$ cat config.mk
export PLATFORM = sky130hd
export DESIGN_NAME = decode_stage_flat
export DESIGN_NICKNAME = d
export VERILOG_FILES = /design/src/rtl/decode_stage_pkg.sv /design/src/rtl/decode_stage_if.sv /design/src/rtl/decode_stage_logic.sv /design/src/rtl/decode_stage.sv /design/src/flat_wrapper.sv
export SDC_FILE = /design/constraint.sdc
export NUM_CORES = 1
export LEC_CHECK = 0
export CORE_AREA = 2 2 180 182
export DETAILED_ROUTE_END_ITERATION = 6
export DIE_AREA = 0 0 182 184
export GPL_TIMING_DRIVEN = 1
export SETUP_SLACK_MARGIN = 0.5
export SLEW_MARGIN = 15
export SYNTH_ARGS = -nofsm -noshare
export SYNTH_HDL_FRONTEND = slang
export SYNTH_SLANG_ARGS = --single-unit
$ cat constraint.sdc
create_clock -name clk -period 9.2 [get_ports clk]
set_clock_uncertainty 0.15 [all_clocks]
set_input_delay 2.3 -clock clk [delete_from_list [all_inputs] [get_ports clk]]
set_output_delay 2.3 -clock clk [all_outputs]
set_load 0.05 [all_outputs]
$ cat src/rtl/decode_stage_pkg.sv
// rtl/decode_stage_pkg.sv - RV32I decode types shared by the decode stage and its neighbours
package decode_stage_pkg;

   typedef enum logic [6:0] {
      op_lui   = 7'b0110111,
      op_auipc = 7'b0010111,
      op_jal   = 7'b1101111,
      op_jalr  = 7'b1100111,
      op_br    = 7'b1100011,
      op_load  = 7'b0000011,
      op_store = 7'b0100011,
      op_imm   = 7'b0010011,
      op_reg   = 7'b0110011,
      op_csr   = 7'b1110011
   } rv32i_opcode;

   typedef enum logic [2:0] {
      alu_add = 3'd0, alu_sll = 3'd1, alu_sra = 3'd2, alu_sub = 3'd3,
      alu_xor = 3'd4, alu_srl = 3'd5, alu_or  = 3'd6, alu_and = 3'd7
   } alu_ops;

   typedef enum logic [2:0] {
      br_beq = 3'd0, br_bne = 3'd1, br_blt = 3'd4,
      br_bge = 3'd5, br_bltu = 3'd6, br_bgeu = 3'd7
   } branch_funct3_t;

   typedef enum logic [2:0] {
      f3_add = 3'd0, f3_sll = 3'd1, f3_slt = 3'd2, f3_sltu = 3'd3,
      f3_xor = 3'd4, f3_sr  = 3'd5, f3_or  = 3'd6, f3_and  = 3'd7
   } arith_funct3_t;

   typedef enum logic [2:0] {
      ld_lb = 3'd0, ld_lh = 3'd1, ld_lw = 3'd2, ld_lbu = 3'd4, ld_lhu = 3'd5
   } load_funct3_t;

   typedef enum logic [3:0] {
      rf_alu_out = 4'd0, rf_br_en = 4'd1, rf_u_imm = 4'd2, rf_lw  = 4'd3, rf_pc_plus4 = 4'd4,
      rf_lb      = 4'd5, rf_lbu   = 4'd6, rf_lh    = 4'd7, rf_lhu = 4'd8
   } regfilemux_sel_t;

   typedef enum logic { am1_rs1_out = 1'b0, am1_pc_out = 1'b1 } alumux1_sel_t;

   typedef enum logic [2:0] {
      am2_i_imm = 3'd0, am2_u_imm = 3'd1, am2_b_imm = 3'd2,
      am2_s_imm = 3'd3, am2_j_imm = 3'd4, am2_rs2_out = 3'd5
   } alumux2_sel_t;

   typedef enum logic { cm_rs2_out = 1'b0, cm_i_imm = 1'b1 } cmpmux_sel_t;

   typedef enum logic [1:0] {
      pcm_pc_plus4 = 2'd0, pcm_alu_out = 2'd1, pcm_alu_mod2 = 2'd2
   } pcmux_sel_t;

   localparam logic [6:0] muldiv_funct7 = 7'b0000001;

   typedef struct packed {
      rv32i_opcode     opcode;
      alu_ops          aluop;
      branch_funct3_t  cmpop;
      regfilemux_sel_t regfilemux;
      alumux1_sel_t    alumux1;
      alumux2_sel_t    alumux2;
      cmpmux_sel_t     cmpmux;
      pcmux_sel_t      pcmux;
      logic            load_regfile;
      logic            mem_read;
      logic            mem_write;
      logic            muldiv_en;
      logic [2:0]      muldiv_op;
   } rv32i_control_word;

   typedef struct packed {
      rv32i_control_word ctrl;
      logic [31:0]       pc;
      logic [4:0]        rs1;
      logic [4:0]        rs2;
      logic [4:0]        rd;
      logic [31:0]       imm;
      logic              illegal;
   } decoded_instr_t;

endpackage

$ cat src/rtl/decode_stage_if.sv
// rtl/decode_stage_if.sv - fetch-side and execute-side handshake bundle of the decode stage
interface decode_stage_if #(parameter int XLEN = 32);
   import decode_stage_pkg::*;

   logic              in_valid;
   logic              in_ready;
   logic [31:0]       in_instr;
   logic [XLEN-1:0]   in_pc;
   logic              flush;
   logic              out_valid;
   logic              out_ready;
   rv32i_control_word out_ctrl;
   logic [XLEN-1:0]   out_pc;
   logic [4:0]        out_rs1;
   logic [4:0]        out_rs2;
   logic [4:0]        out_rd;
   logic [XLEN-1:0]   out_imm;
   logic              out_illegal;

   modport master (
      output in_valid, in_instr, in_pc, flush, out_ready,
      input  in_ready, out_valid, out_ctrl, out_pc, out_rs1, out_rs2, out_rd, out_imm, out_illegal
   );

   modport slave (
      input  in_valid, in_instr, in_pc, flush, out_ready,
      output in_ready, out_valid, out_ctrl, out_pc, out_rs1, out_rs2, out_rd, out_imm, out_illegal
   );
endinterface

$ cat src/rtl/decode_stage_logic.sv
// rtl/decode_stage_logic.sv - combinational RV32I(M) decoder: instruction word to decoded_instr_t
module decode_logic
   import decode_stage_pkg::*;
#(
   parameter bit ENABLE_M = 1'b0
) (
   input  logic [31:0]    instr_i,
   input  logic [31:0]    pc_i,
   output decoded_instr_t dec_o
);
   logic [6:0]  opc;
   logic [2:0]  funct3;
   logic [6:0]  funct7;
   logic [31:0] i_imm, s_imm, b_imm, u_imm, j_imm;
   rv32i_control_word ctrl;
   logic [31:0] imm;
   logic        illegal;

   assign opc    = instr_i[6:0];
   assign funct3 = instr_i[14:12];
   assign funct7 = instr_i[31:25];
   assign i_imm  = {{20{instr_i[31]}}, instr_i[31:20]};
   assign s_imm  = {{20{instr_i[31]}}, instr_i[31:25], instr_i[11:7]};
   assign b_imm  = {{19{instr_i[31]}}, instr_i[31], instr_i[7], instr_i[30:25], instr_i[11:8], 1'b0};
   assign u_imm  = {instr_i[31:12], 12'h000};
   assign j_imm  = {{11{instr_i[31]}}, instr_i[31], instr_i[19:12], instr_i[20], instr_i[30:21], 1'b0};

   always_comb begin
      ctrl            = '0;
      ctrl.opcode     = rv32i_opcode'(opc);
      ctrl.aluop      = alu_ops'(funct3);
      ctrl.cmpop      = branch_funct3_t'(funct3);
      ctrl.regfilemux = rf_alu_out;
      ctrl.alumux1    = am1_rs1_out;
      ctrl.alumux2    = am2_i_imm;
      ctrl.cmpmux     = cm_rs2_out;
      ctrl.pcmux      = pcm_pc_plus4;
      imm             = '0;
      illegal         = 1'b0;

      case (opc)
         op_lui: begin
            ctrl.load_regfile = 1'b1;
            ctrl.regfilemux   = rf_u_imm;
            imm               = u_imm;
         end
         op_auipc: begin
            ctrl.aluop        = alu_add;
            ctrl.alumux1      = am1_pc_out;
            ctrl.alumux2      = am2_u_imm;
            ctrl.load_regfile = 1'b1;
            imm               = u_imm;
         end
         op_jal: begin
            ctrl.aluop        = alu_add;
            ctrl.alumux1      = am1_pc_out;
            ctrl.alumux2      = am2_j_imm;
            ctrl.regfilemux   = rf_pc_plus4;
            ctrl.load_regfile = 1'b1;
            imm               = j_imm;
         end
         op_jalr: begin
            ctrl.aluop        = alu_add;
            ctrl.regfilemux   = rf_pc_plus4;
            ctrl.load_regfile = 1'b1;
            imm               = i_imm;
         end
         op_br: begin
            ctrl.aluop   = alu_add;
            ctrl.alumux1 = am1_pc_out;
            ctrl.alumux2 = am2_b_imm;
            imm          = b_imm;
         end
         op_load: begin
            ctrl.aluop        = alu_add;
            ctrl.mem_read     = 1'b1;
            ctrl.load_regfile = 1'b1;
            imm               = i_imm;
            case (funct3)
               ld_lb:   ctrl.regfilemux = rf_lb;
               ld_lh:   ctrl.regfilemux = rf_lh;
               ld_lw:   ctrl.regfilemux = rf_lw;
               ld_lbu:  ctrl.regfilemux = rf_lbu;
               ld_lhu:  ctrl.regfilemux = rf_lhu;
               default: illegal = 1'b1;
            endcase
         end
         op_store: begin
            ctrl.aluop     = alu_add;
            ctrl.alumux2   = am2_s_imm;
            ctrl.mem_write = 1'b1;
            imm            = s_imm;
            illegal        = (funct3 > 3'd2);
         end
         op_imm, op_reg: begin
            ctrl.load_regfile = 1'b1;
            if (opc == op_imm) begin
               imm = i_imm;
            end else begin
               ctrl.alumux2 = am2_rs2_out;
            end
            if (opc == op_reg && funct7 == muldiv_funct7) begin
               // M-extension results come back through the ALU writeback path
               if (ENABLE_M) begin
                  ctrl.muldiv_en = 1'b1;
                  ctrl.muldiv_op = funct3;
               end else begin
                  illegal = 1'b1;
               end
            end else begin
               case (funct3)
                  f3_slt, f3_sltu: begin
                     ctrl.cmpop      = (funct3 == f3_slt) ? br_blt : br_bltu;
                     ctrl.regfilemux = rf_br_en;
                     ctrl.cmpmux     = (opc == op_imm) ? cm_i_imm : cm_rs2_out;
                  end
                  f3_sr:   ctrl.aluop = funct7[5] ? alu_sra : alu_srl;
                  f3_add:  if (opc == op_reg && funct7[5]) ctrl.aluop = alu_sub;
                  default: ;
               endcase
            end
         end
         default: illegal = 1'b1;
      endcase

      if (illegal) ctrl = '0;
   end

   always_comb begin
      dec_o         = '0;
      dec_o.ctrl    = ctrl;
      dec_o.pc      = pc_i;
      dec_o.rs1     = instr_i[19:15];
      dec_o.rs2     = instr_i[24:20];
      dec_o.rd      = instr_i[11:7];
      dec_o.imm     = imm;
      dec_o.illegal = illegal;
   end
endmodule

$ cat src/rtl/decode_stage.sv
// rtl/decode_stage.sv - registered decode stage: decoder feeding a 2-entry skid FIFO
module decode_stage
   import decode_stage_pkg::*;
#(
   parameter int XLEN     = 32,
   parameter bit ENABLE_M = 1'b0
) (
   input  logic           clk,
   input  logic           rst,
   decode_stage_if.slave  bus
);
   decoded_instr_t dec;
   decoded_instr_t entry_q [2];
   decoded_instr_t head;
   logic           rd_ptr_q, rd_ptr_d;
   logic           wr_ptr_q, wr_ptr_d;
   logic [1:0]     count_q, count_d;
   logic           in_ready_q, in_ready_d;
   logic           push, pop, out_valid;

   decode_logic #(.ENABLE_M(ENABLE_M)) u_decode (
      .instr_i (bus.in_instr),
      .pc_i    (32'(bus.in_pc)),
      .dec_o   (dec)
   );

   assign out_valid = (count_q != 2'd0);
   assign push      = bus.in_valid && in_ready_q;
   assign pop       = out_valid && bus.out_ready;

   always_comb begin
      rd_ptr_d = rd_ptr_q;
      wr_ptr_d = wr_ptr_q;
      count_d  = count_q;
      // flush wins over any push or pop in the same cycle
      if (bus.flush) begin
         rd_ptr_d = 1'b0;
         wr_ptr_d = 1'b0;
         count_d  = 2'd0;
      end else begin
         if (push) wr_ptr_d = ~wr_ptr_q;
         if (pop)  rd_ptr_d = ~rd_ptr_q;
         case ({push, pop})
            2'b10:   count_d = count_q + 2'd1;
            2'b01:   count_d = count_q - 2'd1;
            default: count_d = count_q;
         endcase
      end
      in_ready_d = (count_d != 2'd2);
   end

   always_ff @(posedge clk or posedge rst) begin
      if (rst) begin
         rd_ptr_q   <= 1'b0;
         wr_ptr_q   <= 1'b0;
         count_q    <= 2'd0;
         in_ready_q <= 1'b1;
         entry_q[0] <= '0;
         entry_q[1] <= '0;
      end else begin
         rd_ptr_q   <= rd_ptr_d;
         wr_ptr_q   <= wr_ptr_d;
         count_q    <= count_d;
         in_ready_q <= in_ready_d;
         if (push && !bus.flush) entry_q[wr_ptr_q] <= dec;
      end
   end

   assign head            = entry_q[rd_ptr_q];
   assign bus.in_ready    = in_ready_q;
   assign bus.out_valid   = out_valid;
   assign bus.out_ctrl    = head.ctrl;
   assign bus.out_pc      = XLEN'(head.pc);
   assign bus.out_rs1     = head.rs1;
   assign bus.out_rs2     = head.rs2;
   assign bus.out_rd      = head.rd;
   assign bus.out_imm     = XLEN'(signed'(head.imm));
   assign bus.out_illegal = head.illegal;
endmodule

$ cat src/flat_wrapper.sv
// flat-port wrapper written by rule: the top's interface ports become plain ports
module decode_stage_flat import decode_stage_pkg::*;
#(
   parameter int XLEN     = 32,
   parameter bit ENABLE_M = 1'b0
)
  (clk, rst, bus_in_valid, bus_in_instr, bus_in_pc, bus_flush, bus_out_ready, bus_in_ready, bus_out_valid, bus_out_ctrl, bus_out_pc, bus_out_rs1, bus_out_rs2, bus_out_rd, bus_out_imm, bus_out_illegal);
  decode_stage_if #(.XLEN(XLEN)) bus_i ();
  input  logic clk;
  input  logic rst;
  input wire logic [$bits(bus_i.in_valid)-1:0] bus_in_valid;
  input wire logic [$bits(bus_i.in_instr)-1:0] bus_in_instr;
  input wire logic [$bits(bus_i.in_pc)-1:0] bus_in_pc;
  input wire logic [$bits(bus_i.flush)-1:0] bus_flush;
  input wire logic [$bits(bus_i.out_ready)-1:0] bus_out_ready;
  output wire logic [$bits(bus_i.in_ready)-1:0] bus_in_ready;
  output wire logic [$bits(bus_i.out_valid)-1:0] bus_out_valid;
  output wire logic [$bits(bus_i.out_ctrl)-1:0] bus_out_ctrl;
  output wire logic [$bits(bus_i.out_pc)-1:0] bus_out_pc;
  output wire logic [$bits(bus_i.out_rs1)-1:0] bus_out_rs1;
  output wire logic [$bits(bus_i.out_rs2)-1:0] bus_out_rs2;
  output wire logic [$bits(bus_i.out_rd)-1:0] bus_out_rd;
  output wire logic [$bits(bus_i.out_imm)-1:0] bus_out_imm;
  output wire logic [$bits(bus_i.out_illegal)-1:0] bus_out_illegal;
  assign bus_i.in_valid = bus_in_valid;
  assign bus_i.in_instr = bus_in_instr;
  assign bus_i.in_pc = bus_in_pc;
  assign bus_i.flush = bus_flush;
  assign bus_i.out_ready = bus_out_ready;
  assign bus_in_ready = bus_i.in_ready;
  assign bus_out_valid = bus_i.out_valid;
  assign bus_out_ctrl = bus_i.out_ctrl;
  assign bus_out_pc = bus_i.out_pc;
  assign bus_out_rs1 = bus_i.out_rs1;
  assign bus_out_rs2 = bus_i.out_rs2;
  assign bus_out_rd = bus_i.out_rd;
  assign bus_out_imm = bus_i.out_imm;
  assign bus_out_illegal = bus_i.out_illegal;
  decode_stage #(.XLEN(XLEN), .ENABLE_M(ENABLE_M)) u_core (.clk(clk), .rst(rst), .bus(bus_i));
endmodule
==> insert_results.sql, run 1 <==
INSERT INTO impl_metrics (metric_group, metric, value, unit) VALUES
('power', 'power.ir.vdd_worst', '256.1', 'uV'),
('worst_setup_path', 'timing_worst_setup_path_type', 'reg2out', ''),
('clock_tree', 'cts_tree', 'done', ''),
('grt', 'grt_first_pass_wirelength', '45.22', 'mm'),
('grt', 'grt_max_degree', '143', ''),
('die', 'core_region_area', '31390', 'um^2'),
('synthesis', 'ys.flop_type', 'sky130_fd_sc_hd__dfrtp_1', ''),
('clock_tree', 'clk-insertion-delay-late', '0.52', 'ns'),
('power', 'powerDensity', '335.1', 'nW/um^2'),
('timing', 'max_freq', '169.2', 'MHz'),
('die', 'height_of_the_die', '184', 'um'),
('worst_setup_path', 'cp.depth', '3', ''),
('worst_setup_path', 'timing.critical_path.slowest_cell_delay', '0.82', 'ns'),
('clock_tree', 'numCtsBuffers', '25', ''),
('synthesis', 'ys_async_sr_fraction', '100.0', '%'),
('finish', 'finalNonFillerCells', '1612', ''),
('placed_design', 'place.port_buffers', '175', ''),
('synthesis', 'synth_area_per_cell', '9.435', 'um^2'),
('synthesis', 'register_bit_total_from_synthesis', '215', ''),
('die', 'initial_core_util', '31.77', '%'),
('timing', 'finalSetupTns', '0', 'ns'),
('grt', 'first_global_vias', '8175', ''),
('min_path', 'timing.hold.worst.class', 'reg2reg', ''),
('routing', 'routed_wire_length_per_instance', '17.36', 'um'),
('timing', 'final_hold_violations', '0', ''),
('finish', 'share_of_final_layout_standard_cells_stronger_than_drive_strength_1', '14.05', '%'),
('worst_setup_path', 'worst-r2r-cell-count', '6', ''),
('worst_setup_path', 'crit_family', 'buffers and inverters', ''),
('synthesis', 'synth.top_cells.by_count', 'sky130_fd_sc_hd__nand2_1 (389), sky130_fd_sc_hd__dfrtp_1 (214), sky130_fd_sc_hd__mux2_2 (109)', ''),
('synthesis', 'yosysWarnings', '0', ''),
('clock_tree', 'cell_chosen_for_the_clock_root', 'sky130_fd_sc_hd__clkbuf_16', ''),
('finish', 'net_count_reported_at_finish', '1263', ''),
('outcome', 'outcome', 'finished, final reports clean', ''),
('run', 'cap_violations', '0', ''),
('placed_design', 'gp_congestion', '0.8177', ''),
('synthesis', 'synthCells', '1057', ''),
('routing', 'drtPass1Iterations', '5', ''),
('timing', 'min_period_over_period', '64.22', '%'),
('placed_design', 'post-dp-hpwl', '17.30', 'mm'),
('die', 'cell_rows', '65', ''),
('routing', 'route.detailed.drc', '0', ''),
('finish', 'antenna_cells', '0', ''),
('synthesis', 'post_synth_num_cell_types', '53', ''),
('timing', 'max-slew-margin-rel', '25.81', '%'),
('finish', 'n_fill_cell', '3117', ''),
('timing', 'timing_max_transition_violations_final', '0', ''),
('grt', 'global_route.overflow_total', '0', ''),
('grt', 'initial_antenna_violation_count', '0', ''),
('clock_tree', 'clock_sinks', '215', ''),
('timing', 'setup_viol', '0', ''),
('die', 'die_area', '33490', 'um^2'),
('worst_setup_path', 'critical_path_peak_fanout', '71', ''),
('synthesis', 'synth_top_cell_by_area', 'sky130_fd_sc_hd__dfrtp_1', ''),
('routing', 'routed_wirelength', '27.99', 'mm'),
('die', 'dieWidth', '182', 'um'),
('grt', 'grt_util_all_layers', '16.76', '%'),
('finish', 'syn2layout_area_growth', '28.68', '%'),
('worst_setup_path', 'critical_path_arrival', '3.46', 'ns'),
('worst_setup_path', 'crit_chain', 'buf_4 -> mux2_2 -> clkdlybuf4s50_1', ''),
('clock_tree', 'post-cts-setup-buffers', '0', ''),
('clock_tree', 'clock_slew_at_the_register_clock_pins_of_the_worst_setup_and_hold_paths', '0.06', 'ns'),
('synthesis', 'synth_top_area_share', '53.69', '%'),
('clock_tree', 'clock_path_buffers', '3', ''),
('synthesis', 'yosysSeqAreaShare', '53.96', '%'),
('worst_setup_path', 'worst_ep_required_time', '6.75', 'ns'),
('die', 'num_io_pins', '182', ''),
('timing', 'finalCriticalPeriod', '5.909', 'ns'),
('routing', 'drtAntennaViolNets', '0', ''),
('worst_setup_path', 'worst_setup_path_start_kind', 'flip-flop', ''),
('power', 'p_leak', '5.784', 'nW'),
('routing', 'route.vias.total', '7916', '');
[per-layer routing]
metal | share of wire (%) | vias up | global-route usage [%]
li1 | - | 3796 | -
met1 | 47 | 3877 | 23.32
met2 | 45 | 206 | 27.11
met3 | 5.4 | 37 | 3.071
met4 | 1.7 | 0 | 4.032
met5 | 0 | - | 0
[cell usage in the layout, fill, tap and decap left out, drive strengths merged, types with 10 or more instances in the layout]
master         Yosys  final
o31ai             23     23
nand2            390    390
mux2             109    109
a21oi             36     36
o21ai             62     62
nand3             10     10
nor2              49     49
clkdlybuf4s50      0    175
a22o              12     12
clkbuf            62     37
dfrtp            214    214
[worst min-delay path, stage by stage, from the launching register on]
cell                      delay [ns]
sky130_fd_sc_hd__dfrtp_1        0.33
sky130_fd_sc_hd__nand2_1        0.05
sky130_fd_sc_hd__nand2_1        0.05
[report_power, final]
part / internal, mW / leakage (nW) / total [mW] / switching, mW
logic: 0.677 / 2.59 / 1.88 / 1.20
clock network: 0.617 / 0.407 / 1.02 / 0.399
registers: 1.23 / 2.79 / 1.41 / 0.172
[layout make-up]
cell class	count	area [um^2]	area share, %
Timing Repair Buffer	181	1797	14.00
Sequential cell	215	5385	41.96
Inverter	6	30.03	0.2340
Multi-Input combinational cell	764	4275	33.31
Clock inverter	7	92.59	0.7215
Tap cell	402	503.0	3.919
Clock buffer	37	750.7	5.850
[flip-flops by register name, summed over array words and instances, names as in the netlist]
name	count
u_core.entry_q	210
u_core.wr_ptr_q	1
u_core.rd_ptr_q	1
u_core.count_q	2
u_core.bus.in_ready	1
[kinds of logic after synthesis]
| family | count (synthesis) | synth area share (%) |
|---|---|---|
| AO/OA/AOI/OAI | 160 | 9.886 |
| multiplexers | 109 | 12.31 |
| AND/OR/NAND/NOR | 482 | 19.61 |
| XOR/XNOR | 6 | 0.5269 |
| other | 1 | 0.03760 |
| flip-flops | 215 | 53.96 |
| adder cells (fa/ha/maj) | 1 | 0.1254 |
| buffers and inverters | 83 | 3.550 |
[stage by stage]
stage	hold WS, ns	power (mW)	setup slack [ns]	utilization (%)	cell area [um^2]
5_1_grt	0.3404	4.544	3.169	40.88	12830
4_1_cts	0.3224	4.352	3.266	40.88	12830
3_5_place_dp	0.3082	3.311	3.791	38.19	11990
6_report	0.3173	4.300	3.291	40.88	12830
2_1_floorplan	0.2876	2.710	0.8724	-	9992
3_3_place_gp	0.3006	3.293	3.810	38.19	11990
[worst paths after layout]
path,start,to,slack (ns)
setup / recovery,u_core.rd_ptr_q,bus_out_rs2[1],3.29
hold / removal,u_core.entry_q[172],u_core.entry_q[172],0.32
setup reg to reg,u_core.bus.in_ready,u_core.entry_q[9],6.47
hold reg to reg,u_core.entry_q[172],u_core.entry_q[172],0.32
max in group asynchronous,rst,u_core.entry_q[178],4.96
min in group asynchronous,rst,u_core.entry_q[75],2.20
No activity file was read; power rests on OpenSTA's default activity.
==> inputs of run 2 (changes only) <==
- clock period: 9.2 -> 6.1 ns (I/O delays scaled with it)
==> insert_results.sql, run 2 (same netlist as run 1, synthesis figures left out) <==
INSERT INTO impl_metrics (metric_group, metric, value, unit) VALUES
('timing', 'timing_max_transition_violations_final', '0', ''),
('grt', 'grt_first_pass_wirelength', '44.74', 'mm'),
('clock_tree', 'post-cts-setup-buffers', '0', ''),
('power', 'p_leak', '5.815', 'nW'),
('worst_setup_path', 'worst_reg2reg_startpoint', 'u_core.bus.in_ready', ''),
('finish', 'largest_register', 'u_core.entry_q', ''),
('clock_tree', 'clock_slew_at_the_register_clock_pins_of_the_worst_setup_and_hold_paths', '0.05', 'ns'),
('worst_setup_path', 'worst-r2r-cell-count', '5', ''),
('finish', 'largest_registers_in_the_final_layout', 'u_core.entry_q (210), u_core.count_q (2)', ''),
('placed_design', 'dp_worst_setup_slack', '1.694', 'ns'),
('worst_setup_path', 'crit_chain', 'buf_12 -> mux2_2 -> clkdlybuf4s50_1', ''),
('die', 'core_region_area', '31390', 'um^2'),
('worst_setup_path', 'rrSetupSlack', '3.37', 'ns'),
('worst_setup_path', 'timing.critical_path.slowest_cell_delay', '0.91', 'ns'),
('power', 'power.ir.vdd_worst', '514.7', 'uV'),
('finish', 'net_count_reported_at_finish', '1266', ''),
('placed_design', 'gp_congestion', '0.8144', ''),
('worst_setup_path', 'critPathBufInv', '2', ''),
('worst_setup_path', 'worst_ep_required_time', '4.43', 'ns'),
('grt', 'grt_util_all_layers', '16.69', '%'),
('clock_tree', 'clock_sinks', '215', ''),
('routing', 'routed_wirelength', '28.02', 'mm'),
('clock_tree', 'clk-insertion-delay-late', '0.52', 'ns'),
('worst_setup_path', 'critical_path.endpoint_type', 'primary output', ''),
('finish', 'antenna_cells', '0', ''),
('worst_setup_path', 'critical_path_arrival', '3.02', 'ns'),
('timing', 'min_period_over_period', '77.01', '%'),
('die', 'dieWidth', '182', 'um'),
('routing', 'routed_wire_length_per_instance', '17.34', 'um'),
('routing', 'via_per_inst', '4.840', ''),
('clock_tree', 'postCtsResizedCells', '0', ''),
('grt', 'initial_antenna_violation_count', '0', ''),
('worst_setup_path', 'cp.depth', '3', ''),
('timing', 'setup_viol', '0', ''),
('timing', 'finalCriticalPeriod', '4.698', 'ns'),
('clock_tree', 'cell_chosen_for_the_clock_root', 'sky130_fd_sc_hd__clkbuf_16', ''),
('grt', 'grt_max_degree', '93', ''),
('outcome', 'outcome', 'finished, final reports clean', ''),
('die', 'cell_rows', '65', ''),
('worst_setup_path', 'critical_path.startpoint', 'u_core.rd_ptr_q', ''),
('finish', 'layout_common_cells', 'sky130_fd_sc_hd__nand2_1 (388), sky130_fd_sc_hd__dfrtp_1 (213), sky130_fd_sc_hd__clkdlybuf4s50_1 (175), sky130_fd_sc_hd__mux2_2 (109), sky130_fd_sc_hd__o21ai_0 (58)', ''),
('finish', 'final_core_utilization', '41.14', '%'),
('finish', 'syn2layout_area_growth', '29.48', '%'),
('timing', 'post-route-worst-setup-slack', '1.402', 'ns'),
('routing', 'drtPass1Iterations', '5', ''),
('clock_tree', 'cts_tree', 'done', ''),
('timing', 'max_freq', '212.9', 'MHz'),
('placed_design', 'place.port_buffers', '175', ''),
('timing', 'rsz0062_at_grt', 'no', ''),
('die', 'die_area', '33490', 'um^2'),
('clock_tree', 'numCtsBuffers', '26', ''),
('timing', 'worst_pin_slew', '1.001', 'ns'),
('timing', 'finalSetupTns', '0', 'ns'),
('routing', 'route.detailed.drc', '0', ''),
('routing', 'route.vias.total', '7822', ''),
('worst_setup_path', 'critical_path_peak_fanout', '60', ''),
('worst_setup_path', 'worst_setup_path_start_kind', 'flip-flop', ''),
('die', 'num_io_pins', '182', ''),
('worst_setup_path', 'crit_family', 'buffers and inverters', ''),
('finish', 'flip_flop_count_of_the_largest_register_after_layout', '210', ''),
('finish', 'share_of_final_layout_standard_cells_stronger_than_drive_strength_1', '14.25', '%'),
('worst_setup_path', 'reg2reg_to', 'u_core.entry_q[28]', ''),
('die', 'height_of_the_die', '184', 'um'),
('grt', 'global_route.overflow_total', '0', ''),
('clock_tree', 'cts_hold_buffers', '0', ''),
('run', 'cap_violations', '0', ''),
('clock_tree', 'clock_path_buffers', '3', ''),
('die', 'initial_core_util', '31.77', '%'),
('routing', 'drt_iter0_markers', '495', ''),
('min_path', 'timing.hold.worst.class', 'reg2reg', ''),
('timing', 'final_hold_violations', '0', ''),
('power', 'powerDensity', '506.0', 'nW/um^2'),
('routing', 'drtAntennaViolNets', '0', ''),
('placed_design', 'post-dp-hpwl', '17.72', 'mm'),
('finish', 'mostFrequentLayoutCell', 'sky130_fd_sc_hd__nand2_1', ''),
('finish', 'n_fill_cell', '3089', ''),
('grt', 'first_global_vias', '7864', ''),
('timing', 'max-slew-margin-rel', '33.00', '%'),
('clock_tree', 'h_tree_depth', '1', ''),
('worst_setup_path', 'slowest_stage_cell_on_the_critical_path', 'sky130_fd_sc_hd__dfrtp_4', ''),
('worst_setup_path', 'timing_worst_setup_path_type', 'reg2out', ''),
('worst_setup_path', 'cp_capture_point', 'bus_out_pc[22]', '');
-- run 2: cell count changes in the layout (fill, tap and decap cells not counted) --
cell,before,now
sky130_fd_sc_hd__buf_12,0,3
sky130_fd_sc_hd__clkbuf_16,25,27
sky130_fd_sc_hd__clkbuf_8,8,6
sky130_fd_sc_hd__buf_4,6,5
sky130_fd_sc_hd__clkbuf_1,4,5
sky130_fd_sc_hd__clkinv_2,2,3
sky130_fd_sc_hd__clkinvlp_4,3,4
sky130_fd_sc_hd__inv_8,1,0
-- run 2: worst min-delay path by stage --
stage / endpoint / slack, ns / cells past startpoint / from
5_1_grt: u_core.entry_q[153] / 0.34 / 2 / u_core.entry_q[153]
3_5_place_dp: u_core.entry_q[65] / 0.31 / 2 / u_core.entry_q[65]
3_3_place_gp: u_core.entry_q[65] / 0.30 / 2 / u_core.entry_q[65]
2_1_floorplan: u_core.entry_q[84] / 0.29 / 2 / u_core.entry_q[84]
6_report: u_core.entry_q[190] / 0.32 / 2 / u_core.entry_q[190]
4_1_cts: u_core.entry_q[65] / 0.32 / 2 / u_core.entry_q[65]
-- run 2: power by group --
group          total (mW)  switching, mW  internal (mW)
Sequential           2.13          0.271           1.86
Combinational        2.84           1.81           1.03
Clock                1.56          0.602          0.962
Total                6.53           2.68           3.85
-- run 2: final cells by class --
class,instances,area [um^2],area share [%]
inverter,6,26.28,0.2035
multi-input combinational,764,4275,33.11
tap,402,503.0,3.895
clock buffer,38,777.0,6.017
clock inverter,8,97.59,0.7557
sequential,215,5385,41.70
timing repair buffer,183,1849,14.32
-- run 2: worst reg2reg max path, delay by kind of cell, from the launching register on --
family	cells	cell delay [ns]
and+or+nand+nor	4	1.74
AOI/OAI and AO/OA	1	0.16
DFF	1	0.52
-- run 2: through the flow --
step	power, mW	hold WS [ns]	cells	area, um^2
CTS	6.609	0.3225	1616	12910
global route	6.886	0.3352	1616	12910
detailed placement	5.008	0.3065	1570	12040
floorplan	4.087	0.2876	1062	9996
global placement	4.991	0.3019	1570	12040
finish	6.534	0.3178	1616	12910
-- run 2: layer usage --
layer  GRT usage (%)  part of all wire [%]  wire length [um]
met3           2.872                   4.9              1382
met5               0                     0                 0
met1           23.99                    47             13310
met4           3.806                   1.8               518
met2           26.34                    46             12810
